File: src/rtl/pe_seq_ctrl_if.sv
// Handshake and bus bundle between the layer controller, the sequencer and one PE.
// master: the sequencer; slave: controller/PE side.
interface pe_seq_ctrl_if #(
    parameter int COL_W = 8,
    parameter int ROW_W = 8
);
    logic             start;
    logic             cfg_kernel5;
    logic [COL_W-1:0] cfg_cols;
    logic [ROW_W-1:0] cfg_rows;
    logic             pe_fifo_full;
    logic             busy;
    logic             done;
    logic [2:0]       pe_state;
    logic [2:0]       pe_weight_mode;
    logic             pe_finish;
    logic             pe_end_of_row;
    logic             act_rd_en;
    logic             wgt_rd_en;
    logic [1:0]       wgt_sel;

    modport master (
        input  start, cfg_kernel5, cfg_cols, cfg_rows, pe_fifo_full,
        output busy, done, pe_state, pe_weight_mode, pe_finish,
        output pe_end_of_row, act_rd_en, wgt_rd_en, wgt_sel
    );

    modport slave (
        output start, cfg_kernel5, cfg_cols, cfg_rows, pe_fifo_full,
        input  busy, done, pe_state, pe_weight_mode, pe_finish,
        input  pe_end_of_row, act_rd_en, wgt_rd_en, wgt_sel
    );
endinterface

File: src/rtl/pe_seq_ctrl.sv
// PE sequencer: walks rows x cols output steps with a 3x3 or split 5x5 kernel,
// issuing weight loads, activation reads and finish pulses; stalls on PE FIFO full.
module pe_seq_ctrl #(
    parameter int COL_W = 8,
    parameter int ROW_W = 8
) (
    input  logic          clk,
    input  logic          rst_n,
    pe_seq_ctrl_if.master bus
);
    typedef enum logic [2:0] {
        S_IDLE, S_LOAD, S_RUN, S_HOLD, S_FIN, S_DONE
    } state_e;

    state_e           state_q, state_d;
    logic             k5_q, k5_d;
    logic [COL_W-1:0] cols_q, cols_d, col_q, col_d;
    logic [ROW_W-1:0] rows_q, rows_d, row_q, row_d;
    logic             parity_q, parity_d;
    logic             pass_q, pass_d;
    logic [2:0]       step_q, step_d;
    logic [2:0]       mode_q, mode_d;
    logic [1:0]       sel_q, sel_d;

    logic [1:0] load_sel;
    logic [2:0] load_mode;
    logic [2:0] k_last;
    logic       eor;
    logic       last_row;

    // 5x5 groups: parity picks A/B vs C/D, pass picks the half.
    assign load_sel  = k5_q ? {parity_q, pass_q} : 2'd0;
    assign load_mode = k5_q ? {1'b0, load_sel} + 3'd1 : 3'd0;
    assign k_last    = k5_q ? 3'd5 : 3'd3;
    assign eor       = (col_q == cols_q - COL_W'(1));
    assign last_row  = (row_q == rows_q - ROW_W'(1));

    always_ff @(posedge clk or negedge rst_n) begin
        if (!rst_n) begin
            state_q  <= S_IDLE;
            k5_q     <= 1'b0;
            cols_q   <= '0;
            rows_q   <= '0;
            col_q    <= '0;
            row_q    <= '0;
            parity_q <= 1'b0;
            pass_q   <= 1'b0;
            step_q   <= '0;
            mode_q   <= '0;
            sel_q    <= '0;
        end else begin
            state_q  <= state_d;
            k5_q     <= k5_d;
            cols_q   <= cols_d;
            rows_q   <= rows_d;
            col_q    <= col_d;
            row_q    <= row_d;
            parity_q <= parity_d;
            pass_q   <= pass_d;
            step_q   <= step_d;
            mode_q   <= mode_d;
            sel_q    <= sel_d;
        end
    end

    always_comb begin
        state_d  = state_q;
        k5_d     = k5_q;
        cols_d   = cols_q;
        rows_d   = rows_q;
        col_d    = col_q;
        row_d    = row_q;
        parity_d = parity_q;
        pass_d   = pass_q;
        step_d   = step_q;
        mode_d   = mode_q;
        sel_d    = sel_q;
        unique case (state_q)
            S_IDLE: if (bus.start) begin
                k5_d     = bus.cfg_kernel5;
                cols_d   = (bus.cfg_cols == '0) ? COL_W'(1) : bus.cfg_cols;
                rows_d   = (bus.cfg_rows == '0) ? ROW_W'(1) : bus.cfg_rows;
                col_d    = '0;
                row_d    = '0;
                parity_d = 1'b0;
                pass_d   = 1'b0;
                state_d  = S_LOAD;
            end
            S_LOAD: begin
                step_d  = 3'd1;
                mode_d  = load_mode;
                sel_d   = load_sel;
                state_d = S_RUN;
            end
            S_RUN: if (step_q == k_last) begin
                if (k5_q && !pass_q) begin
                    pass_d  = 1'b1;
                    state_d = S_LOAD;
                end else if (parity_q && bus.pe_fifo_full) begin
                    state_d = S_HOLD;
                end else begin
                    state_d = S_FIN;
                end
            end else begin
                step_d = step_q + 3'd1;
            end
            S_HOLD: if (!bus.pe_fifo_full) state_d = S_FIN;
            S_FIN: begin
                pass_d = 1'b0;
                if (eor) begin
                    parity_d = 1'b0;
                    col_d    = '0;
                    row_d    = row_q + ROW_W'(1);
                end else begin
                    parity_d = ~parity_q;
                    col_d    = col_q + COL_W'(1);
                end
                state_d = (eor && last_row) ? S_DONE : S_LOAD;
            end
            S_DONE: state_d = S_IDLE;
            default: state_d = S_IDLE;
        endcase
    end

    always_comb begin
        bus.busy           = (state_q != S_IDLE);
        bus.done           = (state_q == S_DONE);
        bus.pe_state       = (state_q == S_RUN) ? step_q : 3'd0;
        bus.act_rd_en      = (state_q == S_RUN);
        bus.wgt_rd_en      = (state_q == S_LOAD);
        bus.pe_finish      = (state_q == S_FIN);
        bus.pe_end_of_row  = (state_q == S_FIN) && eor;
        bus.pe_weight_mode = (state_q == S_LOAD) ? load_mode : mode_q;
        bus.wgt_sel        = (state_q == S_LOAD) ? load_sel : sel_q;
    end
endmodule

File: src/flat_wrapper.sv
// flat-port wrapper written by rule: the top's interface ports become plain ports
module pe_seq_ctrl_flat 
#(
    parameter int COL_W = 8,
    parameter int ROW_W = 8
)
  (clk, rst_n, bus_start, bus_cfg_kernel5, bus_cfg_cols, bus_cfg_rows, bus_pe_fifo_full, bus_busy, bus_done, bus_pe_state, bus_pe_weight_mode, bus_pe_finish, bus_pe_end_of_row, bus_act_rd_en, bus_wgt_rd_en, bus_wgt_sel);
  pe_seq_ctrl_if #(.COL_W(COL_W), .ROW_W(ROW_W)) bus_i ();
  input  logic clk;
  input  logic rst_n;
  input wire logic [$bits(bus_i.start)-1:0] bus_start;
  input wire logic [$bits(bus_i.cfg_kernel5)-1:0] bus_cfg_kernel5;
  input wire logic [$bits(bus_i.cfg_cols)-1:0] bus_cfg_cols;
  input wire logic [$bits(bus_i.cfg_rows)-1:0] bus_cfg_rows;
  input wire logic [$bits(bus_i.pe_fifo_full)-1:0] bus_pe_fifo_full;
  output wire logic [$bits(bus_i.busy)-1:0] bus_busy;
  output wire logic [$bits(bus_i.done)-1:0] bus_done;
  output wire logic [$bits(bus_i.pe_state)-1:0] bus_pe_state;
  output wire logic [$bits(bus_i.pe_weight_mode)-1:0] bus_pe_weight_mode;
  output wire logic [$bits(bus_i.pe_finish)-1:0] bus_pe_finish;
  output wire logic [$bits(bus_i.pe_end_of_row)-1:0] bus_pe_end_of_row;
  output wire logic [$bits(bus_i.act_rd_en)-1:0] bus_act_rd_en;
  output wire logic [$bits(bus_i.wgt_rd_en)-1:0] bus_wgt_rd_en;
  output wire logic [$bits(bus_i.wgt_sel)-1:0] bus_wgt_sel;
  assign bus_i.start = bus_start;
  assign bus_i.cfg_kernel5 = bus_cfg_kernel5;
  assign bus_i.cfg_cols = bus_cfg_cols;
  assign bus_i.cfg_rows = bus_cfg_rows;
  assign bus_i.pe_fifo_full = bus_pe_fifo_full;
  assign bus_busy = bus_i.busy;
  assign bus_done = bus_i.done;
  assign bus_pe_state = bus_i.pe_state;
  assign bus_pe_weight_mode = bus_i.pe_weight_mode;
  assign bus_pe_finish = bus_i.pe_finish;
  assign bus_pe_end_of_row = bus_i.pe_end_of_row;
  assign bus_act_rd_en = bus_i.act_rd_en;
  assign bus_wgt_rd_en = bus_i.wgt_rd_en;
  assign bus_wgt_sel = bus_i.wgt_sel;
  pe_seq_ctrl #(.COL_W(COL_W), .ROW_W(ROW_W)) u_core (.clk(clk), .rst_n(rst_n), .bus(bus_i));
endmodule
File: config.mk
export PLATFORM = sky130hd
export DESIGN_NAME = pe_seq_ctrl_flat
export DESIGN_NICKNAME = d
export VERILOG_FILES = /design/src/rtl/pe_seq_ctrl_if.sv /design/src/rtl/pe_seq_ctrl.sv /design/src/flat_wrapper.sv
export SDC_FILE = /design/constraint.sdc
export NUM_CORES = 1
export LEC_CHECK = 0
export ABC_AREA = 1
export BUFFER_PORTS_ARGS = -buffer_cell sky130_fd_sc_hd__buf_2
export CAP_MARGIN = 0
export CORE_MARGIN = 2
export CORE_UTILIZATION = 61
export CTS_BUF_LIST = sky130_fd_sc_hd__clkbuf_8 sky130_fd_sc_hd__clkbuf_16
export DETAILED_ROUTE_END_ITERATION = 10
export HOLD_SLACK_MARGIN = 0.15
export PLACE_DENSITY = 0.84
export REMOVE_ABC_BUFFERS = 1
export SLEW_MARGIN = 25
export SYNTH_ARGS = -nofsm -noshare
export SYNTH_HDL_FRONTEND = slang
export SYNTH_SLANG_ARGS = --single-unit
File: constraint.sdc
create_clock -name clk -period 2.91 [get_ports clk]
set_clock_uncertainty 0.1 [all_clocks]
set_input_delay 0.291 -clock clk [delete_from_list [all_inputs] [get_ports clk]]
set_output_delay 0.291 -clock clk [all_outputs]
set_load 0.03 [all_outputs]
==> results of run 1 <==
==> cells in the mapped netlist <==
cell,number,area share (%)
mux2i_1,1,0.36
nand2_2,5,1.1
or2_2,3,0.67
inv_2,6,0.80
nor3_1,6,1.1
buf_8,1,0.53
nor4_1,2,0.44
nor3b_1,2,0.53
nand3_1,29,5.2
xor2_1,11,3.4
o21ai_1,11,2.0
nand2_1,111,15
a21oi_1,6,1.1
clkbuf_1,2,0.27
o21ai_2,2,0.62
o21ai_0,22,3.9
inv_1,50,6.7
a211oi_1,2,0.53
nor2_4,3,1.2
xnor2_1,5,1.6
nor2_1,38,5.1
a21oi_2,2,0.62
ha_1,6,2.7
nand3_4,1,0.62
dfrtp_1,46,41
a31oi_1,1,0.22
nor2_2,6,1.3
nand2_4,1,0.40
o22ai_1,4,0.89
nand4_1,3,0.67
==> routing by layer <==
metal	up-vias	part of all wire [%]	track usage, %
met2	43	50	45.7
li1	1346	-	-
met5	-	0	0
met4	0	1.7	8.60
met3	12	2.7	5.14
met1	1243	45	33.1
==> cell type report <==
type / instances / area share [%]
Multi-Input combinational cell: 283 / 43.1
Sequential cell: 46 / 34.6
Timing Repair Buffer: 52 / 10.5
Inverter: 56 / 6.33
Clock buffer: 5 / 2.07
Tap cell: 52 / 1.96
Clock inverter: 3 / 1.36
==> report_power, final <==
group | internal [mW] | switching, mW | total, mW
logic | 0.488 | 1.02 | 1.50
registers | 0.833 | 0.180 | 1.01
clock network | 0.256 | 0.226 | 0.481
==> worst max-delay path: cells and delay by family, from the launching register on <==
kind	cells	cell delay, ns
and+or+nand+nor	8	0.86
DFF	1	0.40
buffers and inverters	2	0.31
adders and majority gates	1	0.21
==> through the flow <==
step	util, %	power (mW)	instances	instance area [um^2]	worst slack, ns
final	75.3	3.00	497	3320	0.445
after global routing	75.3	3.26	497	3320	0.283
after CTS	75.2	2.99	497	3320	0.449
after detailed placement	68.8	2.49	472	3040	0.776
after global placement	68.8	2.43	472	3040	0.885
after floorplan	-	2.13	385	2790	0.594
==> cell families (layout without fill, tap and decap cells) <==
kind of cell	count (synthesis)	in the layout	synth area share (%)
adder cells (fa/ha/maj)	6	6	2.67
AO/OA/AOI/OAI	50	50	9.82
AND/OR/NAND/NOR	210	210	33.1
multiplexers	1	1	0.355
XOR/XNOR	16	16	4.98
buffers and inverters	59	116	8.26
flip-flops	46	46	40.9
==> flip-flops by register name, summed over array words and instances, names as in the netlist, 2 cells and up <==
| register | cells |
|---|---|
| u_core.col_q | 8 |
| u_core.cols_q | 8 |
| u_core.mode_q | 3 |
| u_core.row_q | 8 |
| u_core.rows_q | 8 |
| u_core.sel_q | 2 |
| u_core.state_q | 3 |
| u_core.step_q | 3 |
==> worst paths after layout <==
check / cells past startpoint / end / slack (ns) / start
max in group asynchronous: 2 / u_core.step_q[1] / 1.89 / rst_n
min in group asynchronous: 2 / u_core.rows_q[1] / 0.43 / rst_n
worst max register to register: 12 / u_core.state_q[2] / 0.94 / u_core.cols_q[0]
worst max-delay path: 11 / bus_pe_end_of_row / 0.45 / u_core.cols_q[0]
worst min-delay path: 3 / u_core.cols_q[0] / 0.19 / bus_cfg_cols[0]
worst min register to register: 2 / u_core.mode_q[1] / 0.38 / u_core.mode_q[1]
==> what timing repair did <==
item                                   4_1_cts  5_1_grt
gates resized for setup                      0        0
hold buffers                                17        0
endpoints found under the hold margin       62        0
==> results.py, run 1 <==
metrics = {
    "pwr": {
        "powerDensity_nw_per_um2": 903,
        "p_leak_nw": 1.66,
        "ir_drop_mv": 0.778,
    },
    "die": {
        "num_io_pins": 35,
        "fp.dieW_um": 72.0,
        "rows": 24,
        "initial_core_util_pct": 63.8,
        "fp.coreArea_um2": 4410,
        "die_area_um2": 5180,
        "die_h_um": 72.0,
    },
    "clocking": {
        "clock_latency_ns": 0.30,
        "post_cts_buffers": 0,
        "cts_num_sinks": 46,
        "clock-root-buffer": "clkbuf_8",
        "htreeDepth": 2,
        "cts_tree": "built",
        "cts_buffers": 5,
        "cts.reportedPaths.clkPinSlew_ns": 0.09,
        "cts_buffer_depth": 2,
    },
    "synthesis": {
        "synth_cells": 388,
        "synth_seq_cells": 46,
        "synth.distinct_cells": 30,
        "ys_warn_count": 0,
        "syn-cell-area_um2": 2820,
        "synth-seq-area-share_pct": 40.9,
        "avgSynthCellArea_um2": 7.26,
    },
    "timing": {
        "final.min_clock_period_ns": 2.46,
        "slew_violations": 0,
        "fin_tns_setup_ns": 0,
        "final-setup-viol-count": 0,
        "max_freq_mhz": 406,
        "whs_ns": 0.189,
        "timing.final.crit_share_pct": 84.7,
        "rsz0062_at_grt": "false",
        "max_slew.worst_pin.slew_ns": 0.578,
        "relSlewSlack_pct": 61.5,
        "finalHoldViolations": 0,
    },
    "grt": {
        "grt_antenna_before_repair": 0,
        "grt_pass1_vias": 2573,
        "grt_pass1_wl_um": 10800,
        "grtUsageTotal_pct": 26.3,
        "grt_max_degree": 47,
        "overflow": 0,
    },
    "route": {
        "drt-total-wl_um": 6280,
        "wl_per_cell_um": 12.6,
        "dr.pass1.iters": 4,
        "ant_nets": 0,
        "drc_errors": 0,
        "dr.first_iter.drc_count": 198,
        "viasPerCell": 5.32,
        "num_vias": 2644,
    },
    "finish": {
        "syn_to_final_growth_pct": 18.0,
        "fillers": 316,
        "n_antenna_cell": 0,
        "area.sequential_um2": 1150,
        "drive_above_1_share_pct": 16.2,
        "final_common_cell": "nand2_1",
        "multiInputGateArea_um2": 1430,
        "final_cell_mix": "nand2_1, inv_1, dfrtp_1",
        "final_nets": 471,
    },
    "setup_path": {
        "worstPathMaxFanout": 6,
        "crit_slowest_cell": "dfrtp_1",
        "crit_type": "reg2out",
        "slowest_delay_ns": 0.40,
        "cp-start-kind": "register",
        "required_ns": 2.52,
        "cp-end-kind": "output port",
        "cp_cell_sequence": "inv_2 > ha_1 > nand3_1 > nand2_1 > nand2_1 > nor2_2 > nand2_2 > nor2_4 > nand2_2 > nor2_4 > buf_2",
        "cp.arrival_ns": 2.07,
    },
    "run": {
        "cap_violations": 0,
    },
    "placement": {
        "place_congestion": 0.904,
        "hpwl_um": 4500,
        "placement.io_buffers": 34,
    },
    "hold_path": {
        "hold_path_class": "in2reg",
    },
    "run_status": {
        "run_status": "finished clean",
    },
}
(Power assumes the default switching activity.)
==> run 2, diff against run 1 <==
- CORE_UTILIZATION: 61 -> 58
- PLACE_DENSITY: 0.84 -> 0.81
- clock period: 2.91 -> 2.3 ns (I/O delays scaled with it)
==> run 2 against run 1 <==
Global-route usage fell by 0.51 points. Wire length grew 2.1%. Highest routed layer unchanged. Power rose by 31%. Clock power grew 26%. Sequential cell count stayed put. Count of clock-buffer cells in the layout is the same.
==> results.py, run 2 (synthesis results as in run 1) <==
metrics = {
    "timing": {
        "timing.final.crit_share_pct": 97.1,
        "max_freq_mhz": 448,
        "slew_violations": 0,
        "final.min_clock_period_ns": 2.23,
        "final-setup-viol-count": 0,
        "finalHoldViolations": 0,
        "relSlewSlack_pct": 61.1,
        "max_slew.worst_pin.slew_ns": 0.584,
        "rsz0062_at_grt": "true",
        "setup_slack_ns": 0.0656,
    },
    "pwr": {
        "powerDensity_nw_per_um2": 1150,
        "p_sw_mw": 1.86,
        "ir_drop_mv": 0.674,
        "swShare_pct": 47.3,
        "internal-power_mw": 2.07,
        "p_clk_share_pct": 15.4,
        "seqPwrFrac_pct": 32.8,
        "p_leak_nw": 1.71,
        "comb_power_share_pct": 51.8,
        "power.total_mw": 3.93,
    },
    "clocking": {
        "clock-root-buffer": "clkbuf_8",
        "cts_tree": "built",
        "cts_num_sinks": 46,
        "cts.reportedPaths.clkPinSlew_ns": 0.09,
        "cts_buffer_depth": 2,
        "cts_buffers": 5,
        "htreeDepth": 2,
        "clock_latency_ns": 0.31,
    },
    "setup_path": {
        "cp-end-kind": "output port",
        "timing.rr.end": "u_core.row_q[3]",
        "crit_type": "reg2out",
        "reg2reg_depth": 12,
        "rrSetupSlack_ns": 0.31,
        "worst_r2r_startpoint": "u_core.cols_q[0]",
        "cp-start-kind": "register",
        "cp.arrival_ns": 1.90,
        "worstPathMaxFanout": 6,
        "required_ns": 1.97,
    },
    "run_status": {
        "run_status": "finished clean",
    },
    "die": {
        "fp.dieW_um": 73.7,
        "rows": 25,
        "num_io_pins": 35,
        "initial_core_util_pct": 60.0,
        "die_h_um": 73.7,
        "fp.coreArea_um2": 4690,
        "die_area_um2": 5430,
    },
    "hold_path": {
        "whs_path_depth": 5,
        "min-delay-start": "bus_start",
        "min_to": "u_core.k5_q",
        "hold_path_class": "in2reg",
    },
    "route": {
        "wl_per_cell_um": 12.7,
        "drt-total-wl_um": 6420,
        "viasPerCell": 5.22,
        "dr.pass1.iters": 4,
        "ant_nets": 0,
        "num_vias": 2639,
        "dr.first_iter.drc_count": 150,
        "drc_errors": 0,
    },
    "grt": {
        "grtUsageTotal_pct": 25.8,
        "overflow": 0,
        "grt_max_degree": 47,
        "grt_pass1_wl_um": 10800,
        "grt_pass1_vias": 2542,
        "grt_antenna_before_repair": 0,
    },
    "placement": {
        "place_congestion": 0.873,
        "placement.io_buffers": 34,
        "hpwl_um": 4550,
        "pre_cts_ws_ns": 0.272,
    },
    "finish": {
        "final_nets": 478,
        "fillers": 386,
        "syn_to_final_growth_pct": 21.6,
        "drive_above_1_share_pct": 18.4,
        "multiInputGateArea_um2": 1480,
        "n_antenna_cell": 0,
        "final_cell_mix": "nand2_1, inv_1, dfrtp_1",
        "area.sequential_um2": 1150,
        "final_common_cell": "nand2_1",
    },
    "run": {
        "cap_violations": 0,
    },
}
-- run 2: power by group through the flow --
stage | logic, mW | clock network, mW | registers, mW
6_report | 2.03 | 0.606 | 1.29
2_1_floorplan | 1.45 | 0 | 1.24
3_5_place_dp | 1.87 | 0 | 1.30
4_1_cts | 1.91 | 0.620 | 1.28
3_3_place_gp | 1.81 | 0 | 1.29
5_1_grt | 2.31 | 0.648 | 1.32
-- run 2: final cells by class --
type	instances	share of cell area (%)
repair buffers	59	12.0
clock inverters	3	1.17
well taps	54	1.97
multi-input cells	283	43.1
flip-flops and latches	46	33.6
inverters	56	6.14
clock buffers	5	2.01
-- run 2: stage by stage --
stage	setup TNS, ns	hold WS [ns]	instances	cell area [um^2]	utilization (%)
global placement	0	0.248	476	3050	65.1
floorplan	0	-0.166	385	2790	-
finish	0	0.229	506	3420	73.0
global route	-0.0388	0.270	506	3420	73.0
CTS	0	0.223	503	3360	71.7
detailed placement	0	0.255	476	3050	65.1
-- run 2: routing by layer --
metal  wire (um)  share of wire [%]  GRT usage [%]
met5           0                  0              0
met4         179                2.8           9.29
met3         184                2.9           5.21
met2        3240                 50           43.6
met1        2820                 44           32.6
-- run 2: critical path: stages, from the launching register on --
cell and delay [ns]:
dfrtp_1 0.38, inv_2 0.09, ha_4 0.28, or2_2 0.10, nand3_1 0.09, nor2_2 0.12
nand2_2 0.07, nor2_4 0.11, nand2_4 0.08, nor2_4 0.14, buf_6 0.15
-- run 2: what timing repair did --
action                                 in CTS  in global routing
endpoints found under the hold margin      64                  0
pin swaps                                   0                  7
buffers inserted                            0                  3
setup endpoints to repair                   1                  1
hold buffers                               19                  0
gates resized for setup                     3                  9
-- run 2: how the worst max path moves through the flow --
stage	endpoint	cells after the start	startpoint
3_5_place_dp	bus_pe_end_of_row	11	u_core.cols_q[0]
3_3_place_gp	bus_pe_end_of_row	11	u_core.cols_q[0]
4_1_cts	bus_pe_end_of_row	10	u_core.cols_q[0]
5_1_grt	bus_pe_end_of_row	11	u_core.cols_q[0]
2_1_floorplan	bus_pe_weight_mode[0]	6	u_core.state_q[0]
6_report	bus_pe_end_of_row	10	u_core.cols_q[0]
